### src/rtl/sync_fifo_flex.sv
// Single-clock parametrised FIFO with programmable almost-full/almost-empty levels,
// standard or first-word-fall-through read, fill count, synchronous flush and sticky error flags.
module sync_fifo_flex #(
  parameter int D_SIZE   = 8,
  parameter int A_SIZE   = 4,
  parameter int AF_LEVEL = 12,
  parameter int AE_LEVEL = 4,
  parameter int FWFT     = 0
) (
  input  logic              clk,
  input  logic              rstn,
  input  logic              flush,
  input  logic              w_inc,
  input  logic [D_SIZE-1:0] wdata,
  input  logic              rinc,
  output logic [D_SIZE-1:0] rdata,
  output logic              w_full,
  output logic              rempty,
  output logic              almost_full,
  output logic              almost_empty,
  output logic [A_SIZE:0]   count,
  output logic              overflow,
  output logic              underflow
);

  localparam int DEPTH = 1 << A_SIZE;

  if (A_SIZE < 1 || AF_LEVEL < 1 || AF_LEVEL > DEPTH || AE_LEVEL < 0 || AE_LEVEL > DEPTH - 1)
  begin : g_param_err
    $error("sync_fifo_flex: illegal parameters A_SIZE=%0d AF_LEVEL=%0d AE_LEVEL=%0d",
           A_SIZE, AF_LEVEL, AE_LEVEL);
  end

  localparam logic [A_SIZE:0] C_DEPTH = (A_SIZE+1)'(DEPTH);
  localparam logic [A_SIZE:0] C_AF    = (A_SIZE+1)'(AF_LEVEL);
  localparam logic [A_SIZE:0] C_AE    = (A_SIZE+1)'(AE_LEVEL);

  logic [D_SIZE-1:0] r_mem [DEPTH];
  logic [A_SIZE:0]   r_wptr;
  logic [A_SIZE:0]   r_rptr;
  logic [A_SIZE:0]   r_count;
  logic              r_ovf;
  logic              r_unf;

  logic              w_wr_en;
  logic              w_rd_en;
  logic [D_SIZE-1:0] w_head;

  // Flags decode from the registered count so they move on the same edge as count.
  assign w_full       = (r_count == C_DEPTH);
  assign rempty       = (r_count == '0);
  assign almost_full  = (r_count >= C_AF);
  assign almost_empty = (r_count <= C_AE);
  assign count        = r_count;
  assign overflow     = r_ovf;
  assign underflow    = r_unf;

  assign w_wr_en = w_inc & ~w_full & ~flush;
  assign w_rd_en = rinc & ~rempty & ~flush;
  assign w_head  = r_mem[r_rptr[A_SIZE-1:0]];

  always_ff @(posedge clk) begin
    if (w_wr_en && rstn) begin
      r_mem[r_wptr[A_SIZE-1:0]] <= wdata;
    end
  end

  always_ff @(posedge clk or negedge rstn) begin
    if (!rstn) begin
      r_wptr  <= '0;
      r_rptr  <= '0;
      r_count <= '0;
      r_ovf   <= 1'b0;
      r_unf   <= 1'b0;
    end else if (flush) begin
      r_wptr  <= '0;
      r_rptr  <= '0;
      r_count <= '0;
      r_ovf   <= 1'b0;
      r_unf   <= 1'b0;
    end else begin
      if (w_wr_en) r_wptr <= r_wptr + 1'b1;
      if (w_rd_en) r_rptr <= r_rptr + 1'b1;
      case ({w_wr_en, w_rd_en})
        2'b10:   r_count <= r_count + 1'b1;
        2'b01:   r_count <= r_count - 1'b1;
        default: r_count <= r_count;
      endcase
      if (w_inc && w_full) r_ovf <= 1'b1;
      if (rinc && rempty)  r_unf <= 1'b1;
    end
  end

  if (FWFT != 0) begin : g_fwft
    // Head word is shown directly; zero while empty keeps the output stable.
    assign rdata = rempty ? '0 : w_head;
  end else begin : g_std
    logic [D_SIZE-1:0] r_rdata;
    always_ff @(posedge clk or negedge rstn) begin
      if (!rstn) begin
        r_rdata <= '0;
      end else if (w_rd_en) begin
        r_rdata <= w_head;
      end
    end
    assign rdata = r_rdata;
  end

endmodule

### config.mk
export PLATFORM = sky130hd
export DESIGN_NAME = sync_fifo_flex
export DESIGN_NICKNAME = d
export VERILOG_FILES = /design/src/rtl/sync_fifo_flex.sv
export SDC_FILE = /design/constraint.sdc
export NUM_CORES = 1
export LEC_CHECK = 0
export BUFFER_PORTS_ARGS = -buffer_cell sky130_fd_sc_hd__buf_2
export CAP_MARGIN = 20
export CORE_MARGIN = 4
export CORE_UTILIZATION = 37
export CTS_CLUSTER_DIAMETER = 30
export DETAILED_ROUTE_END_ITERATION = 12
export SYNTH_ARGS = -nofsm -noshare
export SYNTH_HDL_FRONTEND = slang
export SYNTH_SLANG_ARGS = --single-unit
### constraint.sdc
create_clock -name clk -period 2.4 [get_ports clk]
set_input_delay 0.12 -clock clk [delete_from_list [all_inputs] [get_ports clk]]
set_output_delay 0.12 -clock clk [all_outputs]
set_load 0.005 [all_outputs]
==> metrics.csv, run 1 <==
stage,metric,value,unit
run_status,status,finished with violations,
run_status,failing checks,setup timing,
finish,number of nets in the layout,400,
global_routing,Total GRT Usage,12.7,%
critical_path,Worst Path Arrival,2.80,ns
route,drt wl/cell,19.2,um
critical_path,FF-to-FF setup slack,-0.06,ns
critical_path,startpoint types,flop,
clock_tree,CTS H-tree depth,4,
timing,max-slew headroom at the worst pin,46.8,%
critical_path,Setup Crit Path Kind,flop to flop,
critical_path,WP data required,2.74,ns
critical_path,Buf/Inv on CP,0,
floorplan,die height,139,um
global_routing,number of antenna violations at the first check in global routing,0,
synthesis,sequential fraction of the synthesis area,69.5,%
timing,Final Max Slew Viols,0,
pwr,Clock Power Share,34.9,%
route,vias,3117,
synthesis,Mapped Cells,335,
finish,most frequent cells in the layout,"edfxtp_1, nor2_1, buf_2, mux4_2, dfrtp_1",
synthesis,post-synthesis register bit count,151,
clock_tree,clock buffer depth,2,
finish,fillers,1452,
min_path,Hold WC Path Type,primary input to flop,
timing,final worst path period share,102,%
clock_tree,"Reg clk slew, reported paths",0.06,ns
floorplan,CORE AREA,16700,sq um
route,TritonRoute pass-1 iters,4,
route,drt drc,0,
route,Post-DRT Antenna Nets,0,
global_routing,grt ovf,0,
pwr,Worst VDD drop,0.676,mV
pwr,P_int,5.51,mW
timing,clk_skew,0.00731,ns
clock_tree,CTS sink cnt,151,
synthesis,Syn Area/Cell,19.0,sq um
placement,DP Wirelength,8000,um
timing,final hold violations,0,
run,Max-Cap Viols,0,
finish,multi-input logic area,1820,sq um
global_routing,largest net degree at the start of global routing,36,
critical_path,Critical Path Slowest Stage Cell,o41a_1,
critical_path,crit path capture type,flop,
floorplan,Rows,47,
clock_tree,Root Buffer,clkbuf_16,
timing,hold slack,0.0810,ns
clock_tree,clk_lat worst skew,0.42,ns
route,vias per cell,5.08,
finish,fraction of layout cells with a size suffix above 1,32.6,%
route,total wire length,11800,um
timing,Max Clk Rate,407,MHz
placement,Placed Instances,580,
pwr,Cell Pwr Density,1020,nW/um^2
pwr,P_sw,2.08,mW
pwr,register share of total power,40.8,%
clock_tree,CTS tree,done,
timing,unrepaired setup endpoints after global routing,yes,
timing,final worst slack,-0.0577,ns
floorplan,Die Area,19300,sq um
synthesis,Post-synth EDFFs,128,
critical_path,"Max FO, Critical Path",3,
pwr,combinational share of power,24.3,%
finish,"most common cell after layout, fill and taps aside",edfxtp_1,
placement,port buffer count,31,
placement,routability cong.,0.823,
floorplan,I/O Pins,32,
floorplan,DIE WIDTH,139,um
pwr,total power,7.59,mW
finish,# diodes,0,
critical_path,Top Family by Delay on Critical Path,compound AO/OA/AOI/OAI gates,
synthesis,asr flop ratio synth,15.2,%
synthesis,syn nets,355,
global_routing,vias in the first global route,3270,
route,DRT iter0 DRCs,239,
finish,Finished Layout Cells,613,
critical_path,CP cell instances,o41a_1 -> a211oi_4 -> ha_1 -> nor2_2 -> nor3_1 -> nand2_1 -> o311ai_4 -> mux2_4 -> a31oi_2,
timing,Worst-Margin Slew,0.794,ns
pwr,sw frac,27.5,%
timing,final setup fails,1,
pwr,cell leakage power,2.59,nW
synthesis,synthesized cell area,6360,sq um
clock_tree,TritonCTS Buffers,17,
finish,Register Area,4420,sq um
floorplan,Initial Utilization,38.1,%
critical_path,CP max stage delay,0.47,ns
timing,Period minus WS final,2.46,ns
synthesis,ys flop type,edfxtp_1,
synthesis,synth warn,0,
global_routing,first-pass GRT wire length,18700,um
finish,Area growth syn-to-layout,17.2,%
synthesis,distinct cell type count after synthesis,39,
area by class of cell:
class	instances	share of cell area (%)
clock buffers	17	5.71
clock inverters	15	2.28
inverters	5	0.252
multi-input cells	157	24.4
flip-flops and latches	151	59.3
well taps	220	3.69
repair buffers	48	4.33
cell usage after synthesis, types with 2 or more instances:
library cell  instances  area [sq um]
inv_1                 5          18.8
o21ai_0               3          15.0
buf_4                 2          15.0
a31oi_1               2          12.5
mux2i_1               4          40.0
edfxtp_1            128          3840
ha_1                  7          87.6
nand2b_1              3          18.8
mux2_4                8           120
nand2_1              12          45.0
buf_8                 2          30.0
mux4_2               24           541
mux4_1               16           420
dfrtp_1              23           576
clkbuf_1             12          45.0
nor2_1               36           135
or4_1                 2          15.0
xor2_1                6          52.6
nor3_1                8          40.0
nand3_1               2          10.0
a21oi_1               6          30.0
buf_2                 2          10.0
xnor2_1               3          26.3
buf_6                 4          45.0
power by group through the flow:
stage                     logic, mW  registers [mW]  clock network [mW]
after global routing           2.01            3.11                2.84
after floorplan                1.31            3.14                   0
after detailed placement       1.85            3.15                   0
after CTS                      1.87            3.10                2.70
final                          1.85            3.10                2.65
after global placement         1.81            3.15                   0
stage by stage:
stage | instance area, sq um | util [%] | setup WS, ns | TNS [ns]
after floorplan | 6380 | - | -0.143 | -0.143
after global placement | 6820 | 40.9 | 0.0235 | 0
after detailed placement | 6820 | 40.9 | -0.0683 | -0.0683
after CTS | 7440 | 44.6 | -0.0309 | -0.0309
after global routing | 7450 | 44.6 | -0.158 | -0.495
final | 7450 | 44.6 | -0.0577 | -0.0577
flip-flops by register name (all words and copies together) (netlist names):
signal,cells
count,5
overflow,1
r_mem,128
r_rptr,4
r_wptr,4
rdata,8
underflow,1
per-layer routing:
layer  wire [um]  GRT usage, %
met5           0             0
met4         127          3.86
met3         583          3.83
met2        5790          20.5
met1        5260          16.7
logic make-up after synthesis:
kind of cell / after synthesis / synth area share [%]
adder cells (fa/ha/maj): 7 / 1.38
flip-flops: 151 / 69.5
AND/OR/NAND/NOR: 69 / 5.02
AO/OA/AOI/OAI: 19 / 2.48
buffers and inverters: 27 / 2.58
multiplexers: 53 / 17.8
XOR/XNOR: 9 / 1.24
path summary, 6_finish.rpt:
kind / startpoint / to / cells past startpoint
min in group asynchronous: rstn / count[4] / 3
setup / recovery: count[1] / count[4] / 9
hold reg to reg: overflow / overflow / 2
hold / removal: wdata[2] / r_mem[15][2] / 1
setup reg to reg: count[1] / count[4] / 9
max in group asynchronous: rstn / r_rptr[0] / 3
repair_timing:
item / in CTS / in global routing
endpoints found under the hold margin: 23 / 0
buffers inserted: 0 / 0
setup endpoints to repair: 1 / 33
gates resized for setup: 2 / 4
pin swaps: 0 / 0
hold buffers: 1 / 0
Note: power is estimated with default switching activity, not from simulation.
==> run 2, diff against run 1 <==
--- a/config.mk
+++ b/config.mk
@@ -7,10 +7,13 @@
 export LEC_CHECK = 0
 export BUFFER_PORTS_ARGS = -buffer_cell sky130_fd_sc_hd__buf_2
 export CAP_MARGIN = 20
+export CELL_PAD_IN_SITES_DETAIL_PLACEMENT = 1
+export CELL_PAD_IN_SITES_GLOBAL_PLACEMENT = 2
 export CORE_MARGIN = 4
 export CORE_UTILIZATION = 37
 export CTS_CLUSTER_DIAMETER = 30
 export DETAILED_ROUTE_END_ITERATION = 12
+export PLACE_DENSITY_LB_ADDON = 0.1
 export SYNTH_ARGS = -nofsm -noshare
 export SYNTH_HDL_FRONTEND = slang
 export SYNTH_SLANG_ARGS = --single-unit
==> run 2 against run 1 <==
  * The run still ends with setup timing left
  * Flip-flop and latch count did not move
  * Wire length rose by 17%
  * Sequential power barely moved
  * Largest cell class unchanged
==> metrics.csv, run 2 (synthesized netlist as in run 1, its figures left out) <==
stage,metric,value,unit
timing,Max Clk Rate,406,MHz
run,Max-Cap Viols,0,
route,drt drc,0,
global_routing,Total GRT Usage,15.0,%
critical_path,FF-to-FF setup slack,-0.06,ns
floorplan,Initial Utilization,38.1,%
global_routing,largest net degree at the start of global routing,36,
global_routing,number of antenna violations at the first check in global routing,0,
clock_tree,clk_lat worst skew,0.42,ns
global_routing,vias in the first global route,3422,
clock_tree,CTS sink cnt,151,
global_routing,gr busiest metal,met1,
clock_tree,Root Buffer,clkbuf_16,
critical_path,Setup Crit Path Kind,flop to flop,
floorplan,CORE AREA,16700,sq um
finish,Area growth syn-to-layout,18.1,%
pwr,Cell Pwr Density,1010,nW/um^2
pwr,Worst VDD drop,0.635,mV
clock_tree,CTS H-tree depth,4,
placement,DP Wirelength,9420,um
finish,# diodes,0,
global_routing,met2 Use GR,22.1,%
global_routing,GR Layer Usage met1,22.3,%
min_path,Hold WC Path Type,primary input to flop,
timing,clk_skew,0.0165,ns
min_path,Hold Crit Start,wdata[0],
pwr,total power,7.60,mW
placement,Placed Instances,586,
critical_path,startpoint types,flop,
clock_tree,"Reg clk slew, reported paths",0.07,ns
route,DRT iter0 DRCs,200,
pwr,cell leakage power,2.58,nW
timing,unrepaired setup endpoints after global routing,yes,
floorplan,Die Area,19300,sq um
critical_path,Worst R2R Start,count[3],
critical_path,Worst Path Arrival,2.80,ns
timing,Final Max Slew Viols,0,
clock_tree,CTS tree,done,
route,Post-DRT Antenna Nets,0,
clock_tree,clock buffer depth,2,
run_status,status,finished with violations,
global_routing,met3 Track Usage GR,3.79,%
clock_tree,TritonCTS Buffers,17,
finish,Finished Layout Cells,619,
finish,max FFs per register,128,
finish,fraction of layout cells with a size suffix above 1,35.6,%
timing,max-slew headroom at the worst pin,58.2,%
timing,final worst path period share,103,%
route,TritonRoute pass-1 iters,4,
finish,most frequent cells in the layout,"edfxtp_1, buf_2, nor2_1, mux4_2, dfrtp_1",
floorplan,die height,139,um
route,drt wl/cell,22.3,um
global_routing,first-pass GRT wire length,21400,um
route,total wire length,13800,um
floorplan,I/O Pins,32,
floorplan,Rows,47,
global_routing,grt ovf,0,
timing,final worst slack,-0.0610,ns
min_path,Hold Path Sink,r_mem[11][0],
placement,routability cong.,0.755,
finish,"most common cell after layout, fill and taps aside",edfxtp_1,
timing,Worst-Margin Slew,0.625,ns
timing,Period minus WS final,2.46,ns
critical_path,"Max FO, Critical Path",3,
min_path,WHS Path Cells,1,
placement,port buffer count,31,
finish,fillers,1587,
finish,number of nets in the layout,406,
run_status,failing checks,setup timing,
critical_path,WP data required,2.74,ns
route,vias,3196,
timing,final setup fails,1,
critical_path,capture point of the worst reg-to-reg path,count[4],
critical_path,r2r worst-path depth,10,
route,vias per cell,5.16,
timing,final hold violations,0,
critical_path,crit path capture type,flop,
floorplan,DIE WIDTH,139,um
run 2: cell types whose count changed in the layout (fill, tap and decap cells not counted):
cell and change:
nor2_1 -7, nor2_2 +7, buf_4 +6, clkinv_4 -4, inv_6 +4, nor3_2 -4
nor3_4 +4, clkinvlp_4 +3, inv_8 -2, bufinv_16 -1, ha_1 -1, ha_2 +1
run 2: metal layers:
layer	routed length, um	vias to the layer above
li1	-	1431
met1	6750	1686
met2	6290	69
met3	593	10
met4	139	0
met5	0	-
run 2: through the flow:
| step | utilization (%) | hold slack (ns) | TNS (ns) | setup WS (ns) | area, sq um |
|---|---|---|---|---|---|
| 2_1_floorplan | - | -0.176 | -0.143 | -0.143 | 6380 |
| 3_3_place_gp | 41.1 | 0.202 | 0 | 0.0211 | 6870 |
| 3_5_place_dp | 41.1 | 0.197 | -0.0432 | -0.0432 | 6870 |
| 4_1_cts | 44.7 | 0.0759 | -0.0450 | -0.0450 | 7470 |
| 5_1_grt | 45.0 | 0.0846 | -0.190 | -0.190 | 7510 |
| 6_report | 45.0 | 0.0928 | -0.0610 | -0.0610 | 7510 |
run 2: worst max-delay path by stage:
stage / cells past startpoint / slack [ns] / startpoint / to
2_1_floorplan: 9 / -0.14 / count[0] / count[4]
3_3_place_gp: 8 / 0.02 / count[1] / count[4]
3_5_place_dp: 8 / -0.04 / count[1] / count[4]
4_1_cts: 10 / -0.04 / count[3] / count[4]
5_1_grt: 10 / -0.19 / count[3] / count[4]
6_report: 10 / -0.06 / count[3] / count[4]
run 2: power by group:
part | switching, mW | total, mW | internal (mW)
Clock | 1.12 | 2.56 | 1.45
Sequential | 0.115 | 3.11 | 2.99
Combinational | 0.930 | 1.93 | 0.998
Total | 2.16 | 7.60 | 5.44
run 2: timing repair:
action,CTS,global route
gates resized for setup,6,12
hold buffers,1,0
endpoints found under the hold margin,23,0
setup buffers,0,0
setup endpoints to repair,25,89
pin swaps,1,1
run 2: area by class of cell:
type / instances / area, sq um / share of cell area [%]
clock buffer: 17 / 425 / 5.66
clock inverter: 15 / 140 / 1.87
inverter: 5 / 18.8 / 0.250
multi-input combinational: 157 / 1860 / 24.8
sequential: 151 / 4420 / 58.9
tap: 220 / 275 / 3.66
timing repair buffer: 54 / 368 / 4.90
run 2: critical path, stage by stage (launching register included):
cell and delay, ns:
dfrtp_1 0.39, o41a_1 0.49, a211oi_4 0.23, xor2_1 0.18, ha_2 0.21, nor2_1 0.04, nor3_1 0.17, nand2_1 0.12
o311ai_4 0.10, mux2_4 0.34, a31oi_2 0.12
==> run 3, diff against run 2 <==
--- a/config.mk
+++ b/config.mk
@@ -10,7 +10,7 @@
 export CELL_PAD_IN_SITES_DETAIL_PLACEMENT = 1
 export CELL_PAD_IN_SITES_GLOBAL_PLACEMENT = 2
 export CORE_MARGIN = 4
-export CORE_UTILIZATION = 37
+export CORE_UTILIZATION = 40
 export CTS_CLUSTER_DIAMETER = 30
 export DETAILED_ROUTE_END_ITERATION = 12
 export PLACE_DENSITY_LB_ADDON = 0.1
==> run 3 against run 2 <==
  * The flow still finishes with violations (setup timing)
  * Clock power decreased by 7%
  * Sequential share of layout area increased by 0.12 points
  * Cell count decreased by 0.65%
  * Critical path type unchanged
==> metrics.csv, run 3 (synthesized netlist as in run 1, its figures left out) <==
stage,metric,value,unit
pwr,P_sw,2.03,mW
critical_path,crit path capture type,flop,
global_routing,vias in the first global route,3346,
critical_path,instance count on the critical path,10,
route,vias,3206,
run_status,failing checks,setup timing,
critical_path,Worst R2R Start,count[3],
min_path,Hold Crit Start,wdata[0],
finish,"most common cell after layout, fill and taps aside",edfxtp_1,
timing,Final Max Slew Viols,0,
timing,Fin Setup TNS,-0.0331,ns
route,TritonRoute pass-1 iters,4,
finish,most frequent cells in the layout,"edfxtp_1, buf_2, nor2_1, buf_4, mux4_2",
global_routing,first-pass GRT wire length,21100,um
pwr,sw frac,27.2,%
critical_path,CP cell instances,o41a_1 -> a211oi_4 -> xor2_1 -> ha_2 -> nor2_2 -> nor3_1 -> nand2_1 -> o311ai_4 -> mux2_4 -> a31oi_2,
global_routing,number of antenna violations at the first check in global routing,0,
finish,fraction of layout cells with a size suffix above 1,35.4,%
floorplan,Die Area,18000,sq um
pwr,Cell Pwr Density,996,nW/um^2
route,DRT iter0 DRCs,238,
critical_path,Top Family by Delay on Critical Path,compound AO/OA/AOI/OAI gates,
route,vias per cell,5.21,
placement,port buffer count,31,
critical_path,Critical Path Slowest Stage Cell,dfrtp_2,
floorplan,die height,134,um
timing,final worst path period share,101,%
pwr,cell leakage power,2.59,nW
timing,final hold violations,0,
run,Max-Cap Viols,0,
placement,routability cong.,0.769,
floorplan,Rows,45,
critical_path,WP data required,2.74,ns
timing,final setup fails,1,
finish,# diodes,0,
clock_tree,CTS sink cnt,151,
critical_path,CP max stage delay,0.44,ns
critical_path,Worst Path Arrival,2.77,ns
clock_tree,CTS tree,done,
route,Post-DRT Antenna Nets,0,
floorplan,I/O Pins,32,
route,total wire length,13700,um
timing,final worst slack,-0.0331,ns
min_path,Hold WC Path Type,primary input to flop,
finish,max FFs per register,128,
timing,Worst-Margin Slew,0.854,ns
timing,hold slack,0.0887,ns
timing,Max Clk Rate,411,MHz
global_routing,grt ovf,0,
pwr,register share of total power,41.5,%
critical_path,Buf/Inv on CP,0,
timing,unrepaired setup endpoints after global routing,yes,
clock_tree,Post-CTS Setup Inserts,0,
clock_tree,"Reg clk slew, reported paths",0.06,ns
global_routing,Total GRT Usage,16.4,%
critical_path,Worst Setup EP,count[4],
timing,Period minus WS final,2.43,ns
floorplan,CORE AREA,15400,sq um
critical_path,Setup Crit Path Kind,flop to flop,
finish,Area growth syn-to-layout,17.9,%
timing,max-slew headroom at the worst pin,42.9,%
pwr,Clock Power Share,32.0,%
finish,number of nets in the layout,411,
run_status,status,finished with violations,
floorplan,DIE WIDTH,134,um
timing,clk_skew,0.00808,ns
clock_tree,TritonCTS Buffers,17,
clock_tree,clock buffer depth,2,
route,drt wl/cell,22.3,um
critical_path,r2r worst-path depth,10,
route,drt drc,0,
critical_path,CP startpoint,count[3],
critical_path,capture point of the worst reg-to-reg path,count[4],
global_routing,largest net degree at the start of global routing,36,
pwr,combinational share of power,26.5,%
clock_tree,clk_lat worst skew,0.42,ns
critical_path,FF-to-FF setup slack,-0.03,ns
critical_path,startpoint types,flop,
clock_tree,Root Buffer,clkbuf_16,
critical_path,"Max FO, Critical Path",4,
pwr,Worst VDD drop,0.646,mV
pwr,P_int,5.44,mW
floorplan,Initial Utilization,41.4,%
clock_tree,CTS H-tree depth,4,
placement,DP Wirelength,9190,um
-- run 3: worst min path at each step --
stage / endpoint / depth (start not counted) / slack, ns
finish: r_mem[9][0] / 1 / 0.09
CTS: r_mem[9][0] / 1 / 0.07
floorplan: count[0] / 0 / -0.18
detailed placement: overflow / 2 / 0.18
global placement: underflow / 2 / 0.20
global route: r_mem[15][0] / 1 / 0.08
-- run 3: layout make-up --
type | count | area, sq um
clock buffers | 19 | 433
clock inverters | 13 | 88.8
fillers | 1439 | 7870
inverters | 5 | 18.8
multi-input cells | 157 | 1880
flip-flops and latches | 151 | 4420
well taps | 211 | 264
repair buffers | 59 | 393
-- run 3: layer usage --
layer / vias to the layer above / share of wire (%) / track usage [%]
li1: 1448 / - / -
met1: 1691 / 50 / 24.4
met2: 55 / 46 / 24.0
met3: 12 / 3.0 / 4.61
met4: 0 / 0.98 / 4.24
met5: - / 0 / 0
-- run 3: power by group through the flow --
stage	logic (mW)	registers [mW]	clock network (mW)
after floorplan	1.31	3.14	0
after global placement	1.97	3.15	0
after detailed placement	1.97	3.16	0
after CTS	2.01	3.11	2.44
after global routing	2.16	3.12	2.58
final	1.98	3.10	2.39
-- run 3: metrics by stage --
step / util [%] / area (sq um) / std cells / total power [mW] / setup WS (ns)
after global routing: 48.8 / 7500 / 615 / 7.85 / -0.171
after global placement: 44.8 / 6880 / 582 / 5.12 / -0.0131
after detailed placement: 44.8 / 6880 / 582 / 5.13 / -0.0587
after CTS: 48.4 / 7450 / 615 / 7.56 / -0.0554
final: 48.8 / 7500 / 615 / 7.47 / -0.0331
after floorplan: - / 6380 / 335 / 4.45 / -0.143
-- run 3: timing repair --
action / CTS / global route
endpoints found under the setup margin: 17 / 82
hold buffers: 1 / 0
pin swaps: 1 / 0
gates cloned: 0 / 0
hold endpoints to repair: 23 / 0
resized for setup: 8 / 13
